## src/rtl/fetch_prefetch_pkg.sv

```systemverilog
// fetch_prefetch_pkg: shared fetch definitions.
// Opcodes, exception codes and the prefetch entry bundle.
package fetch_prefetch_pkg;

    localparam int FETCH_XLEN  = 32;
    localparam int FETCH_EXC_W = 4;

    localparam logic [6:0]  OPCODE_JAL = 7'b1101111;
    localparam logic [31:0] INSTR_NOP  = 32'h0000_0013;

    typedef enum logic [FETCH_EXC_W-1:0] {
        EXC_CODE_NO_EXCEPTION   = 4'h0,
        EXC_CODE_INSTR_MISALIGN = 4'h1
    } type_exc_code_e;

    typedef struct packed {
        logic [FETCH_XLEN-1:0] instr;
        logic [FETCH_XLEN-1:0] pc;
        logic [FETCH_XLEN-1:0] pc_next;
        logic                  exc_req;
        type_exc_code_e        exc_code;
    } type_fetch_entry_s;

    // J-type immediate, sign-extended
    function automatic logic [FETCH_XLEN-1:0] jal_imm(
        input logic [FETCH_XLEN-1:0] instr
    );
        return {{12{instr[31]}}, instr[19:12], instr[20],
                instr[30:21], 1'b0};
    endfunction

endpackage

```

## src/rtl/fetch_queue.sv

```systemverilog
// fetch_queue: registered FIFO of fetch entries.
// Flush empties the queue and overrides push and pop.
module fetch_queue
    import fetch_prefetch_pkg::*;
#(
    parameter int DEPTH = 4
) (
    input  logic                    clk,
    input  logic                    rst_n,
    input  logic                    push_i,
    input  logic                    pop_i,
    input  logic                    flush_i,
    input  type_fetch_entry_s       wdata_i,
    output type_fetch_entry_s       rdata_o,
    output logic [$clog2(DEPTH):0]  count_o,
    output logic                    full_o,
    output logic                    empty_o
);

    localparam int AW = $clog2(DEPTH);
    localparam int CW = AW + 1;

    type_fetch_entry_s mem_q [DEPTH];
    type_fetch_entry_s mem_d [DEPTH];
    logic [AW-1:0]     wptr_q, wptr_d;
    logic [AW-1:0]     rptr_q, rptr_d;
    logic [CW-1:0]     count_q, count_d;

    // next pointers, count and storage
    always_comb begin
        mem_d   = mem_q;
        wptr_d  = wptr_q;
        rptr_d  = rptr_q;
        count_d = count_q;
        if (flush_i) begin
            wptr_d  = '0;
            rptr_d  = '0;
            count_d = '0;
        end else begin
            if (push_i) begin
                mem_d[wptr_q] = wdata_i;
                wptr_d        = wptr_q + 1'b1;
            end
            if (pop_i) begin
                rptr_d = rptr_q + 1'b1;
            end
            case ({push_i, pop_i})
                2'b10:   count_d = count_q + 1'b1;
                2'b01:   count_d = count_q - 1'b1;
                default: count_d = count_q;
            endcase
        end
    end

    // pointer and occupancy registers
    always_ff @(posedge clk) begin
        if (!rst_n) begin
            wptr_q  <= '0;
            rptr_q  <= '0;
            count_q <= '0;
        end else begin
            wptr_q  <= wptr_d;
            rptr_q  <= rptr_d;
            count_q <= count_d;
        end
    end

    // entry storage needs no reset; count guards it
    always_ff @(posedge clk) begin
        mem_q <= mem_d;
    end

    assign rdata_o = mem_q[rptr_q];
    assign count_o = count_q;
    assign full_o  = (count_q == CW'(DEPTH));
    assign empty_o = (count_q == '0);

endmodule

```

## src/rtl/fetch_prefetch.sv

```systemverilog
// fetch_prefetch: PC generation with a prefetch queue.
// Redirects flush, JAL is predicted, irqs inject a NOP.
module fetch_prefetch
    import fetch_prefetch_pkg::*;
#(
    parameter int          XLEN        = FETCH_XLEN,
    parameter int          DEPTH       = 4,
    parameter logic [31:0] PC_RESET    = 32'h0000_0000,
    parameter int          JAL_PREDICT = 1,
    parameter int          EXC_W       = FETCH_EXC_W
) (
    input  logic             clk,
    input  logic             rst_n,
    output logic             imem_req_o,
    output logic [XLEN-1:0]  imem_addr_o,
    input  logic             imem_ack_i,
    input  logic [XLEN-1:0]  imem_rdata_i,
    output logic             id_valid_o,
    input  logic             id_ready_i,
    output logic [XLEN-1:0]  id_instr_o,
    output logic [XLEN-1:0]  id_pc_o,
    output logic [XLEN-1:0]  id_pc_next_o,
    output logic             id_exc_req_o,
    output logic [EXC_W-1:0] id_exc_code_o,
    output logic             id_irq_req_o,
    input  logic             csr_redirect_i,
    input  logic [XLEN-1:0]  csr_pc_i,
    input  logic             exe_redirect_i,
    input  logic [XLEN-1:0]  exe_pc_i,
    input  logic             irq_req_i
);

    localparam int CW = $clog2(DEPTH) + 1;

    logic [XLEN-1:0] fpc_q, fpc_d;
    logic [XLEN-1:0] irq_pc_q, irq_pc_d;
    logic            halt_q, halt_d;
    logic            irq_pend_q, irq_pend_d;
    logic            irq_seen_q, irq_seen_d;

    logic              redirect, misaligned, irq_take;
    logic              push_ack, push_exc, push, pop, flush;
    logic [XLEN-1:0]   tgt, nfpc;
    logic              q_full, q_empty;
    logic [CW-1:0]     q_count;
    type_fetch_entry_s q_wdata, q_head;

    assign redirect   = csr_redirect_i | exe_redirect_i;
    assign tgt        = csr_redirect_i ? csr_pc_i : exe_pc_i;
    assign misaligned = (fpc_q[1:0] != 2'b00);
    assign irq_take   = irq_req_i & ~irq_seen_q & ~redirect
                      & ~irq_pend_q;

    assign imem_req_o  = rst_n & ~redirect & ~halt_q & ~irq_pend_q
                       & ~q_full & ~misaligned;
    assign imem_addr_o = fpc_q;

    assign push_ack = imem_req_o & imem_ack_i & ~irq_take;
    assign push_exc = rst_n & misaligned & ~halt_q & ~q_full
                    & ~redirect & ~irq_take;
    assign push     = push_ack | push_exc;
    assign pop      = ~redirect & ~irq_pend_q & ~q_empty & id_ready_i;
    assign flush    = redirect | irq_take;

    // predicted successor of the word being acked
    always_comb begin
        nfpc = fpc_q + XLEN'(4);
        if ((JAL_PREDICT != 0) && (imem_rdata_i[6:0] == OPCODE_JAL)) begin
            nfpc = fpc_q + jal_imm(imem_rdata_i);
        end
    end

    // entry to push: fetched word or misalignment marker
    always_comb begin
        q_wdata.instr    = imem_rdata_i;
        q_wdata.pc       = fpc_q;
        q_wdata.pc_next  = nfpc;
        q_wdata.exc_req  = 1'b0;
        q_wdata.exc_code = EXC_CODE_NO_EXCEPTION;
        if (push_exc) begin
            q_wdata.instr    = INSTR_NOP;
            q_wdata.pc_next  = fpc_q;
            q_wdata.exc_req  = 1'b1;
            q_wdata.exc_code = EXC_CODE_INSTR_MISALIGN;
        end
    end

    fetch_queue #(
        .DEPTH (DEPTH)
    ) u_queue (
        .clk     (clk),
        .rst_n   (rst_n),
        .push_i  (push),
        .pop_i   (pop),
        .flush_i (flush),
        .wdata_i (q_wdata),
        .rdata_o (q_head),
        .count_o (q_count),
        .full_o  (q_full),
        .empty_o (q_empty)
    );

    // fetch pc, halt and interrupt bookkeeping
    always_comb begin
        fpc_d      = fpc_q;
        halt_d     = halt_q;
        irq_pend_d = irq_pend_q;
        irq_seen_d = irq_seen_q;
        irq_pc_d   = irq_pc_q;
        if (redirect) begin
            fpc_d      = tgt;
            halt_d     = 1'b0;
            irq_pend_d = 1'b0;
        end else if (irq_take) begin
            irq_pend_d = 1'b1;
            irq_seen_d = 1'b1;
            irq_pc_d   = (q_count != '0) ? q_head.pc : fpc_q;
        end else begin
            if (push_ack) fpc_d = nfpc;
            if (push_exc) halt_d = 1'b1;
            if (irq_pend_q && id_ready_i) irq_pend_d = 1'b0;
        end
        if (!irq_req_i) irq_seen_d = 1'b0;
    end

    // state registers
    always_ff @(posedge clk) begin
        if (!rst_n) begin
            fpc_q      <= PC_RESET;
            halt_q     <= 1'b0;
            irq_pend_q <= 1'b0;
            irq_seen_q <= 1'b0;
            irq_pc_q   <= PC_RESET;
        end else begin
            fpc_q      <= fpc_d;
            halt_q     <= halt_d;
            irq_pend_q <= irq_pend_d;
            irq_seen_q <= irq_seen_d;
            irq_pc_q   <= irq_pc_d;
        end
    end

    // ID view: pending irq NOP overrides queue head
    always_comb begin
        id_valid_o    = ~redirect & (irq_pend_q | ~q_empty);
        id_instr_o    = q_head.instr;
        id_pc_o       = q_head.pc;
        id_pc_next_o  = q_head.pc_next;
        id_exc_req_o  = id_valid_o & ~irq_pend_q & q_head.exc_req;
        id_irq_req_o  = ~redirect & irq_pend_q;
        id_exc_code_o = EXC_CODE_NO_EXCEPTION;
        if (irq_pend_q) begin
            id_instr_o   = INSTR_NOP;
            id_pc_o      = irq_pc_q;
            id_pc_next_o = irq_pc_q;
        end
        if (id_exc_req_o) id_exc_code_o = q_head.exc_code;
    end

endmodule

```

## config.mk

```make
export PLATFORM = sky130hd
export DESIGN_NAME = fetch_prefetch
export DESIGN_NICKNAME = d
export VERILOG_FILES = /design/src/rtl/fetch_prefetch_pkg.sv /design/src/rtl/fetch_queue.sv /design/src/rtl/fetch_prefetch.sv
export SDC_FILE = /design/constraint.sdc
export NUM_CORES = 1
export LEC_CHECK = 0
export ABC_CLOCK_PERIOD_IN_PS = 10300
export BUFFER_PORTS_ARGS = -buffer_cell sky130_fd_sc_hd__buf_2
export CAP_MARGIN = 20
export CORE_UTILIZATION = 59
export CTS_CLUSTER_SIZE = 40
export DETAILED_ROUTE_END_ITERATION = 12
export GPL_TIMING_DRIVEN = 0
export PLACE_DENSITY = 0.8
export SLEW_MARGIN = 40
export SYNTH_ARGS = -nofsm -noshare
export SYNTH_HDL_FRONTEND = slang
export SYNTH_SLANG_ARGS = --single-unit
```

## constraint.sdc

```tcl
create_clock -name clk -period 10.3 [get_ports clk]
set_input_delay 2.06 -clock clk [delete_from_list [all_inputs] [get_ports clk]]
set_output_delay 2.06 -clock clk [all_outputs]
set_load 0.02 [all_outputs]
```

* Word level (Yosys, flattened, before mapping)
Index checks and enable logic that the tools add are counted.
** Word-level totals
- Word-level logic and storage cells :: 116
- Output and inout bits :: 136
- Flip-flop bits (word level) :: 478
** Operators by class
- Add/subtract/negate cells :: 6
- $lt $le $gt $ge :: 3
- Equality and inequality tests :: 5
- Muxes and demuxes :: 21
- Bitwise operators :: 38
- Reduce and logical (&&, ||, !) cells :: 15
** Operators with widths (count)
- 404-bit bitwise mux :: 1
- 32-bit 2-to-1 mux :: 10
- 101-bit 2-to-1 mux :: 3
- 101-bit binary-select mux with 2-bit select :: 1
- 101-bit demux with 2-bit select :: 1
- 37-bit 2-to-1 mux :: 1
- 32-bit by 3-bit adder with 32-bit output, second input constant :: 1
- 32-bit adder :: 1
- 1-bit AND :: 22
- 1-bit NOT :: 10
- 2-bit AND reduction :: 5
- 2-bit nonzero test :: 4
- 7-bit == test, second input constant :: 1
- 3-bit greater-or-equal comparator, second input constant :: 2
- 2-bit NOT with 3-bit output :: 2
- 3-bit case mux with 2 select lines :: 1
- 2-bit by 1-bit adder with 2-bit output, second input constant :: 2
- 4-bit 2-to-1 mux :: 1
- 1-bit bitwise OR :: 4
- 2-bit OR reduction :: 2
- 3-bit by 1-bit adder with 3-bit output, second input constant :: 1
- 3-bit == test, second input constant :: 1
- 3-bit logical NOT :: 1
- 3-bit by 1-bit < comparator with 1-bit output, second input constant :: 1
- other kinds (7) :: 9

* Logic depth before layout (Yosys ltp)
- Depth after elaboration :: 12
- Gate-level depth with buffers :: 14

* Hierarchy
From an unflattened synthesis, not the netlist that was laid out.
** Second synthesis, totals
- Cells, all modules :: 1707
- Area, all modules :: 22646.7 µm²
** By module, submodules not included
- fetch_queue :: area an instance 15046.9 µm², seq. area each 12271.8 µm², times used 1, cells an instance 573
- fetch_prefetch :: area an instance 7599.8 µm², seq. area each 1341.3 µm², times used 1, cells an instance 1134

* Least setup slack after synthesis
OpenSTA, ideal clock, no wires.
- Path type :: input-to-reg
- From :: in exe_redirect_i
- To :: reg u_queue.mem_q[0] (netlist bit), enable pin
- Arrival time :: 7.476 ns
- Cell stages on the path :: 7
- Data required time :: 9.737 ns
- Setup time :: 0.563 ns
- Setup slack :: 2.260 ns
- Path buffers :: 1
- Cell sequence :: or2_1 -> buf_2 -> nor2_2 -> and4_1 -> and3_1 -> nor2_2 -> nor2b_1
** On the way
- Cells in the longest elaborated chain, start to end :: 11
- Elaborated cells on any way between the ends :: 18
- Classes of those cells :: 17 x bitwise; 1 x reduce/logical
** RTL lines
- start: declaration :: RTL line fetch_prefetch.sv:28 : input logic exe_redirect_i,
- 1-bit bitwise OR :: RTL line fetch_prefetch.sv:48 : assign redirect = csr_redirect_i | exe_redirect_i;
- 1-bit NOT (no line)
- 1-bit AND (3 in a row) :: RTL line fetch_prefetch.sv:54 : assign imem_req_o = rst_n & ~redirect & ~halt_q & ~irq_pend_q
- 1-bit AND (2 in a row) :: RTL line fetch_prefetch.sv:55 : & ~q_full & ~misaligned;
- net imem_req_o :: RTL line fetch_prefetch.sv:14 : output logic imem_req_o,
- 1-bit AND (2 in a row) :: RTL line fetch_prefetch.sv:58 : assign push_ack = imem_req_o & imem_ack_i & ~irq_take;
- 1-bit bitwise OR :: RTL line fetch_prefetch.sv:61 : assign push = push_ack | push_exc;
- 2-bit AND reduction (no line)
- end signal: assignment :: RTL line fetch_queue.sv:70 : mem_q <= mem_d;
- end: declaration :: RTL line fetch_queue.sv:23 : type_fetch_entry_s mem_q [DEPTH];
The timed path passes the listed nets, and every way through them passes these cells.
A chain may end at the register's enable or synchronous reset.

* Worst setup path after layout
- From :: in exe_redirect_i
- To :: out imem_req_o
** On the way
- Cells in the longest elaborated chain, start to end :: 7
** RTL lines (RTL line)
- 1-bit bitwise OR :: fetch_prefetch.sv:48
- 1-bit NOT (no line)
- 1-bit AND (3 in a row) :: fetch_prefetch.sv:54
- 1-bit AND (2 in a row) :: fetch_prefetch.sv:55
- end: declaration :: fetch_prefetch.sv:14
Every way passes these cells.

==> results.yml <==
sta:
  setup_viol_count_final: 0
  fmax_mhz: 183
  rsz0062_at_grt: "no"
  hold_viol_final: 0
  whs_ns: 0.496
  min_period_over_period: 0.529
  slew_headroom: 0.371
  final_period_minus_worst_setup_slack_ns: 5.45
  slew_viol_final: 0
  fin_ws_ns: 4.85
  clock_skew_ns: 0.0396
  worstMarginPinSlew_ns: 0.943
route:
  first_pass_iters: 6
  wl_per_cell_um: 26.8
  via_per_inst: 6.41
  dr_total_vias: 16068
  drc: 0
  routed_wl_mm: 67.2
  first_iter_violations: 2012
  antenna_left: 0
global_routing:
  grt_pass1_wl_mm: 98.2
  grt_max_degree: 18
  first_global_vias: 15733
  track_usage: 0.356
  grt-ovfl-total: 0
  grt_antenna_before_repair: 1
clock_tree:
  cts_tree: "done"
  cts_made_buffers: 47
  clkTransAtPathRegs_ns: 0.06
  cts_sinks: 458
  root_buffer: "clkbuf_16"
  cts.path.max_buffers: 3
  cts_resized: 0
  clk_latency_ns: 0.60
  hold_buffers: 0
  post-cts-setup-buffers: 0
  cts_htree_levels: 2
yosys:
  yosys_most_used_dff: "edfxtp_1"
  yosysWarnings: 0
  synth_edf_count: 384
  yosysSeqAreaShare: 0.596
  synthAdderAreaFrac: 0.0225
  ys_top_cells_by_area: "edfxtp_1, mux4_2, dfxtp_1"
  synth.distinct_cells: 77
  synth_top_family_by_area: "multiplexers"
  synth_top_area_share: 0.528
  synth_area_per_cell_um2: 13.0
  synth_compound_area_frac: 0.104
  synth.area.mux_share: 0.117
  synth_xor_area_frac: 0.0225
  synth-seq-cells: 458
  synth_top_cell_by_area: "edfxtp_1"
  synth-simple-area-share: 0.0929
  synth_area_mm2: 0.0218
  synth_async_sr_flop_share: 0
  syn_inst: 1685
placed_design:
  gp_congestion: 0.970
  io_buffers: 235
  dp_slack_ns: 4.86
  place.detailed.hpwl_mm: 47.4
floorplan:
  dieHeight_um: 194
  ios: 239
  rows: 70
  initial_core_util: 0.598
  core_area_mm2: 0.0365
  die-area_mm2: 0.0378
  die_x_um: 194
run_status:
  status: "complete, no violations"
cells_and_area:
  nNetsFinal: 2142
  final_layout_size_suffix_gt1_frac: 0.259
  area_delta_synth_final_pct: 18.0
hold_path:
  hold_path_class: "register to register"
pwr:
  p_leak_nw: 9.77
  powerDensity_mw_per_mm2: 162
  vdd_drop_max_mv: 0.126
setup_path:
  crit_required_ns: 8.24
  startpoint_type: "primary input"
  critPathArrivalTime_ns: 3.39
  cp_max_fo: 7
  crit_type: "primary input to output port"
  worstSetupEndpointType: "output port"
run:
  maxCapViolations: 0
[placed cells by master, fill, tap and decap left out, types with 6 or more instances in the layout]
cell type	instances
buf_2	259
o211a_1	38
clkbuf_1	71
xor2_1	26
dfxtp_1	74
o21ai_0	106
ha_1	36
a211oi_1	9
and2_1	35
inv_1	75
nand2_1	177
nor2_1	74
mux4_2	96
clkinv_1	9
a21oi_1	92
buf_8	13
nand4_1	13
buf_16	15
clkbuf_16	47
edfxtp_1	384
xnor2_1	30
o211ai_1	9
o21ai_1	22
a31oi_1	11
clkinv_2	8
buf_4	38
o22ai_1	6
clkbuf_2	8
and3_1	18
o31ai_1	6
nand2b_1	6
a21o_1	12
buf_1	9
nor3_1	8
nand3_1	31
mux2i_1	34
nor2b_1	32
[kinds of logic after synthesis]
kind of cell / count (synthesis)
xor+xnor: 56
other cells: 1
flops: 458
simple gates: 427
compound gates: 351
fa+ha+maj: 38
buf+inv: 220
mux: 134
[Yosys cell counts (all sizes together), types with 11 or more instances]
| master | instances |
|---|---|
| a31oi | 11 |
| a21oi | 94 |
| xnor2 | 30 |
| mux2i | 34 |
| and2 | 36 |
| mux4 | 96 |
| a21o | 12 |
| edfxtp | 384 |
| nand4 | 13 |
| and3 | 18 |
| clkbuf | 71 |
| o211a | 38 |
| nor2b | 36 |
| nand3 | 31 |
| buf | 71 |
| xor2 | 26 |
| nor2 | 76 |
| inv | 76 |
| o21ai | 129 |
| ha | 36 |
| dfxtp | 74 |
| nand2 | 177 |
[layout make-up]
cell class / count / area [um2]
Sequential cell: 458 / 13000
Fill cell: 2482 / 10800
Antenna cell: 2 / 5.00
Tap cell: 468 / 586
Clock inverter: 26 / 234
Buffer: 142 / 716
Timing Repair Buffer: 265 / 1810
Multi-Input combinational cell: 1009 / 7860
Inverter: 78 / 293
Clock buffer: 58 / 1250
[report_power, final]
part           switching (mW)  internal (mW)
clock network           0.720          0.940
registers              0.0468           2.05
logic                   0.265          0.154
[registers in the layout, summed over array words and instances, names as in the netlist]
signal           cells
u_queue.mem_q      384
imem_addr_o         32
irq_pc_q            32
u_queue.count_o      3
u_queue.rptr_q       2
u_queue.wptr_q       2
halt_q               1
irq_pend_q           1
irq_seen_q           1
[final timing paths]
| path | startpoint | to | slack [ns] | depth (start not counted) |
|---|---|---|---|---|
| worst max-delay path | exe_redirect_i | imem_req_o | 4.85 | 6 |
| worst min-delay path | halt_q | halt_q | 0.50 | 2 |
| worst max register to register | imem_addr_o[2] | u_queue.mem_q[34] | 6.14 | 12 |
| worst min register to register | halt_q | halt_q | 0.50 | 2 |
[stage by stage]
stage	util	cell area, um2	TNS (ns)	instances	power [mW]
after floorplan	-	21800	0	1687	2.38
after global placement	0.646	23600	-780.15	2390	2.52
after detailed placement	0.664	24300	0	2419	2.54
after CTS	0.705	25700	0	2503	4.17
after global routing	0.705	25800	0	2504	4.28
final	0.705	25800	0	2506	4.18
[worst max-delay path: stages]
cell and delay, ns:
buf_2 0.13, or2_1 0.23, buf_2 0.22, nor2_2 0.22, and4_1 0.31, buf_2 0.20
[routing by layer]
metal  routed length [um]  track usage  up-vias
li1                     -            -     6903
met4                 3070        0.159        2
met5                   13            0        -
met1                25300        0.479     7891
met2                31300        0.558     1073
met3                 7470       0.0816      199
Note: power is estimated with default switching activity, not from simulation.
